**src/rtl/banco_registradores_n.sv**
```systemverilog
// Parametrised register bank: two combinational read ports, one write port,
// and a full shadow bank that is saved and restored in a single cycle for context swaps.
module banco_registradores_n #(
  parameter int LARGURA = 8,
  parameter int NREG    = 4,
  parameter int BYPASS  = 1,
  localparam int A      = $clog2(NREG)
) (
  input  logic               clk,
  input  logic               reset,
  input  logic               rw,
  input  logic [A-1:0]       rd,
  input  logic [LARGURA-1:0] dado,
  input  logic [A-1:0]       ra,
  input  logic [A-1:0]       rb,
  input  logic               salva,
  input  logic               restaura,
  output logic [LARGURA-1:0] s_ra,
  output logic [LARGURA-1:0] s_rb,
  output logic               sombra_valida
);

  logic [LARGURA-1:0] banco_q  [NREG];
  logic [LARGURA-1:0] banco_d  [NREG];
  logic [LARGURA-1:0] sombra_q [NREG];
  logic [LARGURA-1:0] sombra_d [NREG];
  logic               valida_q;
  logic               valida_d;
  logic               byp_a;
  logic               byp_b;

  // Order matters: the save reads the pre-edge bank, and the write overrides the restore for rd only.
  always_comb begin
    banco_d  = banco_q;
    sombra_d = sombra_q;
    valida_d = valida_q;
    if (salva) begin
      sombra_d = banco_q;
      valida_d = 1'b1;
    end
    if (restaura && valida_q) begin
      banco_d = sombra_q;
    end
    if (rw) begin
      banco_d[rd] = dado;
    end
  end

  always_ff @(posedge clk or negedge reset) begin
    if (!reset) begin
      banco_q  <= '{default: '0};
      sombra_q <= '{default: '0};
      valida_q <= 1'b0;
    end else begin
      banco_q  <= banco_d;
      sombra_q <= sombra_d;
      valida_q <= valida_d;
    end
  end

  // Forwarding covers only the write port, never a pending restore.
  assign byp_a = (BYPASS != 0) && rw && (rd == ra);
  assign byp_b = (BYPASS != 0) && rw && (rd == rb);

  assign s_ra          = byp_a ? dado : banco_q[ra];
  assign s_rb          = byp_b ? dado : banco_q[rb];
  assign sombra_valida = valida_q;

endmodule
```
**config.mk**
```make
export PLATFORM = sky130hd
export DESIGN_NAME = banco_registradores_n
export DESIGN_NICKNAME = d
export VERILOG_FILES = /design/src/rtl/banco_registradores_n.sv
export SDC_FILE = /design/constraint.sdc
export NUM_CORES = 1
export LEC_CHECK = 0
export CORE_MARGIN = 1.5
export CORE_UTILIZATION = 25
export DETAILED_ROUTE_END_ITERATION = 12
export PLACE_DENSITY = 0.38
export REMOVE_ABC_BUFFERS = 1
export SETUP_SLACK_MARGIN = 0.4
export SLEW_MARGIN = 20
export SYNTH_ARGS = -nofsm -noshare
export SYNTH_HDL_FRONTEND = slang
export SYNTH_SLANG_ARGS = --single-unit
export TNS_END_PERCENT = 50
```
**constraint.sdc**
```tcl
create_clock -name clk -period 3.9 [get_ports clk]
set_input_delay 0.585 -clock clk [delete_from_list [all_inputs] [get_ports clk]]
set_output_delay 0.585 -clock clk [all_outputs]
set_load 0.01 [all_outputs]
```
==> results of run 1 <==
[final timing paths]
| kind | endpoint | cells past startpoint | slack, ns | startpoint |
|---|---|---|---|---|
| max | s_ra[7] | 4 | 0.62 | ra[1] |
| min | banco_q[29]$_DFF_PN0_ | 1 | 0.32 | reset |
| max reg2reg | banco_q[9]$_DFF_PN0_ | 4 | 2.08 | sombra_valida$_DFFE_PN0P_ |
| min reg2reg | sombra_q[20]$_DFFE_PN0P_ | 1 | 0.50 | sombra_q[20]$_DFFE_PN0P_ |
| max in group asynchronous | sombra_q[21]$_DFFE_PN0P_ | 2 | 2.62 | reset |
| min in group clk | sombra_q[20]$_DFFE_PN0P_ | 1 | 0.50 | sombra_q[20]$_DFFE_PN0P_ |
[synth_stat cells]
cell type | count | area [sq um]
sky130_fd_sc_hd__and3_1 | 1 | 6.26
sky130_fd_sc_hd__mux2i_1 | 32 | 320
sky130_fd_sc_hd__nor3b_2 | 1 | 12.5
sky130_fd_sc_hd__mux4_2 | 16 | 360
sky130_fd_sc_hd__buf_2 | 12 | 60.1
sky130_fd_sc_hd__nand3b_1 | 2 | 15.0
sky130_fd_sc_hd__nor2_1 | 16 | 60.1
sky130_fd_sc_hd__mux2_4 | 14 | 210
sky130_fd_sc_hd__buf_4 | 1 | 7.51
sky130_fd_sc_hd__clkbuf_1 | 2 | 7.51
sky130_fd_sc_hd__o21ai_0 | 16 | 80.1
sky130_fd_sc_hd__dfrtp_1 | 65 | 1630
sky130_fd_sc_hd__mux2_2 | 34 | 383
sky130_fd_sc_hd__buf_6 | 4 | 45.0
sky130_fd_sc_hd__xnor2_2 | 4 | 65.1
sky130_fd_sc_hd__nand3_4 | 2 | 35.0
sky130_fd_sc_hd__a21oi_1 | 16 | 80.1
sky130_fd_sc_hd__nand2_1 | 17 | 63.8
sky130_fd_sc_hd__or2_2 | 1 | 6.26
[area by class of cell]
type | count | area (sq um) | area share, %
Clock buffer | 14 | 274 | 6.42
Tap cell | 176 | 220 | 5.16
Timing Repair Buffer | 44 | 413 | 9.67
Sequential cell | 65 | 1630 | 38.1
Clock inverter | 2 | 35.0 | 0.821
Multi-Input combinational cell | 172 | 1700 | 39.8
[routing by layer]
metal  vias up  global-route usage [%]
met2        57                    19.9
met3        10                    4.48
met4         0                    3.97
li1       1008                       -
met1      1101                    18.1
met5         -                       0
[flip-flops by register name (all words and copies together) (netlist names)]
signal         flops
banco_q           32
sombra_q          32
sombra_valida      1
[critical path, stage by stage]
cell	delay [ns]
sky130_fd_sc_hd__clkdlybuf4s50_1	0.80
sky130_fd_sc_hd__mux4_2	0.56
sky130_fd_sc_hd__mux2_2	0.27
sky130_fd_sc_hd__clkdlybuf4s50_1	0.48
[power by group through the flow]
stage | clock (mW) | sequential, mW | combinational, mW
3_3_place_gp | 0 | 1.11 | 0.762
5_1_grt | 0.895 | 1.14 | 0.829
4_1_cts | 0.869 | 1.10 | 0.779
2_1_floorplan | 0 | 1.05 | 0.514
3_5_place_dp | 0 | 1.11 | 0.775
6_report | 0.838 | 1.10 | 0.766
[cell families after synthesis]
group	synth area share, %
compound gates	4.65
xor+xnor	1.89
buf+inv	3.49
flops	47.2
mux	37.0
simple gates	5.78
==> flow_metrics.tcl, run 1 <==
set metrics [dict create \
    run_status "complete, no violations" \
    areaGrowthSynthToFinish_pct 23.9 \
    dp_worst_setup_slack_ns 0.611 \
    tightest_pin_transition_ns 0.866 \
    power.share.combinational_pct 28.3 \
    numClockSinks 65 \
    post_route_fraction_of_the_period_consumed_by_the_critical_path_pct 84.1 \
    instances_no_fill 473 \
    globalRoute.totalOverflow 0 \
    ctsHoldBuffers 0 \
    drc_errors 0 \
    dp_hpwl_um 5520 \
    timing.critical_path.to_type "output port" \
    floorplan.die_area_sq_um 14500 \
    total_track_usage_pct 13.2 \
    fin_setup_tns_ns 0 \
    crit_path_max_fanout 7 \
    firstDrtPassIters 4 \
    top_layer_used "met4" \
    startpoint_type "input pin" \
    final_area_sq_um 4270 \
    report.power.total_mw 2.71 \
    p_clk_share_pct 31.0 \
    cts_tree "built" \
    path_clk_slew_ns 0.06 \
    distinct_cell_type_count_of_the_synthesized_netlist 19 \
    grt_setup_unrepaired "no" \
    layout_cell_share_with_drive_strength_beyond_1_pct 32.7 \
    met3WireLength_um 426 \
    routed-wl-met2_um 4030 \
    power.net_switching_uw 742 \
    mostFrequentLayoutCell "sky130_fd_sc_hd__dfrtp_1" \
    layout.cells.most_common_list "sky130_fd_sc_hd__dfrtp_1 (65), sky130_fd_sc_hd__mux2_2 (34), sky130_fd_sc_hd__clkdlybuf4s50_1 (34)" \
    postSynthRegisterBits 65 \
    class_of_the_tightest_hold_or_removal_check "input pin to async pin" \
    number_of_cell_rows 42 \
    layout_setup_ws_ns 0.620 \
    num-fill-cells 1361 \
    globalplace.congestion 0.697 \
    final.min_clock_period_ns 3.28 \
    worst-endpoint-required_ns 3.31 \
    final-setup-viol-count 0 \
    detailedRoute.firstIterationViolations 90 \
    pwr-share-seq_pct 40.7 \
    grt_pass1_vias 2119 \
    longest_clk_path_bufs 2 \
    timing.hold.ws_ns 0.315 \
    n_antenna_cell 0 \
    ys_seq_area_share_pct 47.2 \
    synth.avg_cell_area_sq_um 13.5 \
    irDropWorstVdd_mv 0.231 \
    netlist_instances 256 \
    postRouteWirelength_um 8710 \
    ant_nets 0 \
    portBuffers 35 \
    floorplan.initialDensity_pct 25.8 \
    detail_route.vias_per_cell 4.60 \
    met1_length_um 4150 \
    clock_insertion_delay_at_the_later_pin_of_the_skew_report_ns 0.34 \
    final_nets 311 \
    slew_headroom_pct 42.0 \
    post_cts.repair.setup_buffers 0 \
    clock_tree.htree_level_count 3 \
    dr_total_vias 2176 \
    die-height_um 120 \
    worst-endpoint-arrival_ns 2.69 \
    wl_per_instance_um 18.4 \
    timing_max_transition_violations_final 0 \
    leakagePower_nw 1.81 \
    grt_first_pass_wirelength_um 13700 \
    power.internal_mw 1.96 \
    cts_inserted_buffers 9 \
    boundaryPins 36 \
    fmaxAchievable_mhz 305 \
    switching_share_pct 27.4 \
    crit_type "input pin to output port" \
    chipWidth_um 120 \
    dp.cells 457 \
    maxCapViolations 0 \
    clock_skew_ns 0.00673 \
    final_hold_viol_count 0 \
    dp_area_sq_um 3960 \
    postLayoutCoreUtil_pct 32.0 \
    power_density_nw_per_um2 634 \
    number_of_synthesis_warnings 0 \
    pin_count_of_the_biggest_net_entering_global_routing 36 \
    core_area_sq_um 13300 \
    clock_tree.root_cell "sky130_fd_sc_hd__clkbuf_16" \
    grt_antenna_before_repair 0 \
    post_cts_resized 0 \
    mappedNetlistArea_sq_um 3440 \
]
Power figures use the tool's default switching activity.
==> run 2, diff against run 1 <==
Settings changed: PLACE_DENSITY 0.38 to 0.39.
Clock period 3.9 ns to 3 ns, I/O delays scaled along.
==> run 2 against run 1 <==
Final cell count increased by 2.3%. Sequential share of layout area fell by 1.2 points. Global-route usage down 0.33 points. First-iteration DRC count rose by 13%. Sequential power is 29% higher. Via count is 0.32% higher. Total power increased by 24%. Count of clock-buffer cells in the layout is the same. Clock power grew 14%. Largest power group unchanged.
==> flow_metrics.tcl, run 2 (same netlist as run 1, synthesis figures left out) <==
set metrics [dict create \
    cts_tree "built" \
    wl_per_instance_um 17.9 \
    crit_type "input pin to output port" \
    r2r_start "sombra_valida$_DFFE_PN0P_" \
    globalplace.congestion 0.676 \
    longest_clk_path_bufs 2 \
    n_antenna_cell 0 \
    number_of_cell_rows 42 \
    timing.hold.ws_ns 0.0523 \
    fin_setup_tns_ns 0 \
    portBuffers 35 \
    register_area_sq_um 1630 \
    leakagePower_nw 1.94 \
    dr_total_vias 2183 \
    dp_worst_setup_slack_ns 0.126 \
    num-fill-cells 1351 \
    globalRoute.totalOverflow 0 \
    path_clk_slew_ns 0.05 \
    dp_hpwl_um 5340 \
    numClockSinks 65 \
    floorplan.initialDensity_pct 25.8 \
    timing.critical_path.cells "dlygate4sd2_1 > mux4_2 > mux2_2 > clkdlybuf4s50_1" \
    cts_inserted_buffers 9 \
    grt_pass1_vias 2248 \
    timing.critical_path.to_type "output port" \
    regToRegSetupSlack_ns 1.80 \
    die-height_um 120 \
    worst_path_largest_cell_delay_ns 0.53 \
    irDropWorstVdd_mv 0.252 \
    final_hold_viol_count 0 \
    slowest_stage "sky130_fd_sc_hd__mux4_2" \
    floorplan.die_area_sq_um 14500 \
    slew_headroom_pct 64.4 \
    drc_errors 0 \
    number_of_cells_on_the_worst_reg_to_reg_path 4 \
    postRouteWirelength_um 8690 \
    dp_area_sq_um 4040 \
    run_status "complete, no violations" \
    ant_nets 0 \
    grt_antenna_before_repair 0 \
    layout.cells.most_common_list "sky130_fd_sc_hd__dfrtp_1 (65), sky130_fd_sc_hd__mux2_2 (34), sky130_fd_sc_hd__mux2i_1 (32)" \
    class_of_the_tightest_hold_or_removal_check "input pin to async pin" \
    final_area_sq_um 4410 \
    tightest_pin_transition_ns 0.534 \
    core_area_sq_um 13300 \
    final_nets 324 \
    mostFrequentLayoutCell "sky130_fd_sc_hd__dfrtp_1" \
    maxCapViolations 0 \
    firstDrtPassIters 4 \
    chipWidth_um 120 \
    detailedRoute.firstIterationViolations 102 \
    clock_tree.root_cell "sky130_fd_sc_hd__clkbuf_16" \
    clock_skew_ns 0.00477 \
    grt_first_pass_wirelength_um 13600 \
    fmaxAchievable_mhz 392 \
    total_track_usage_pct 12.9 \
    startpoint_type "input pin" \
    crit_path_max_fanout 4 \
    clock_insertion_delay_at_the_later_pin_of_the_skew_report_ns 0.33 \
    layout_cell_share_with_drive_strength_beyond_1_pct 35.7 \
    pin_count_of_the_biggest_net_entering_global_routing 34 \
    grt_setup_unrepaired "yes" \
    critical_path.reg2reg.endpoint "banco_q[22]$_DFF_PN0_" \
    worst-endpoint-required_ns 2.55 \
    detail_route.vias_per_cell 4.51 \
    clock_tree.htree_level_count 3 \
    final-setup-viol-count 0 \
    timing_max_transition_violations_final 0 \
    final.min_clock_period_ns 2.55 \
    post_route_fraction_of_the_period_consumed_by_the_critical_path_pct 85.0 \
    worst-endpoint-arrival_ns 2.10 \
    power_density_nw_per_um2 764 \
    layout_setup_ws_ns 0.449 \
    boundaryPins 36 \
    areaGrowthSynthToFinish_pct 28.0 \
    multi_input_comb_area_sq_um 1700 \
]
run 2: what timing repair did:
action                     in CTS  in global routing
gates resized for setup        14                  6
buffers inserted                3                  3
cloned                          2                  0
setup endpoints to repair      16                 11
pin swaps                       2                  1
hold buffers                    0                  0
run 2: layout make-up:
class	count	share of cell area [%]
Clock buffer	14	5.99
Multi-Input combinational cell	172	38.6
Sequential cell	65	36.9
Tap cell	176	5.00
Timing Repair Buffer	57	13.5
run 2: worst max-delay path by stage:
stage                        start               endpoint  slack, ns  cells after the start
after floorplan           restaura  banco_q[10]$_DFF_PN0_       1.08                      3
after global placement       rd[1]                s_ra[3]       0.14                      5
after detailed placement     rd[1]                s_ra[3]       0.13                      5
after CTS                    rb[0]                s_rb[4]       0.32                      5
after global routing         rb[1]                s_rb[7]       0.39                      4
final                        rb[1]                s_rb[7]       0.45                      4
run 2: worst max-delay path: cells and delay by family:
kind                   cells  cell delay (ns)
buffers and inverters      2             0.84
multiplexers               2             0.80
run 2: layer usage:
layer / up-vias / routed length, um / global-route usage [%]
met3: 14 / 371 / 3.49
met1: 1096 / 4380 / 18.3
met5: - / 0 / 0
met4: 0 / 178 / 5.22
li1: 1025 / - / -
met2: 48 / 3760 / 18.6
run 2: power by group:
group | switching [mW] | internal (mW)
clock network | 0.360 | 0.596
registers | 0.219 | 1.20
logic | 0.345 | 0.646
run 2: per-stage QoR:
step | instances | power (mW) | util (%)
6_report | 484 | 3.37 | 33.0
5_1_grt | 484 | 3.57 | 33.0
4_1_cts | 481 | 3.43 | 32.8
3_5_place_dp | 462 | 2.45 | 30.2
3_3_place_gp | 462 | 2.42 | 30.2
2_1_floorplan | 237 | 2.03 | -
==> run 3, diff against run 2 <==
Settings changed: CAP_MARGIN set to 20.
==> results of run 3 <==
Final layout, timing and power as in run 2 (identical DEF).
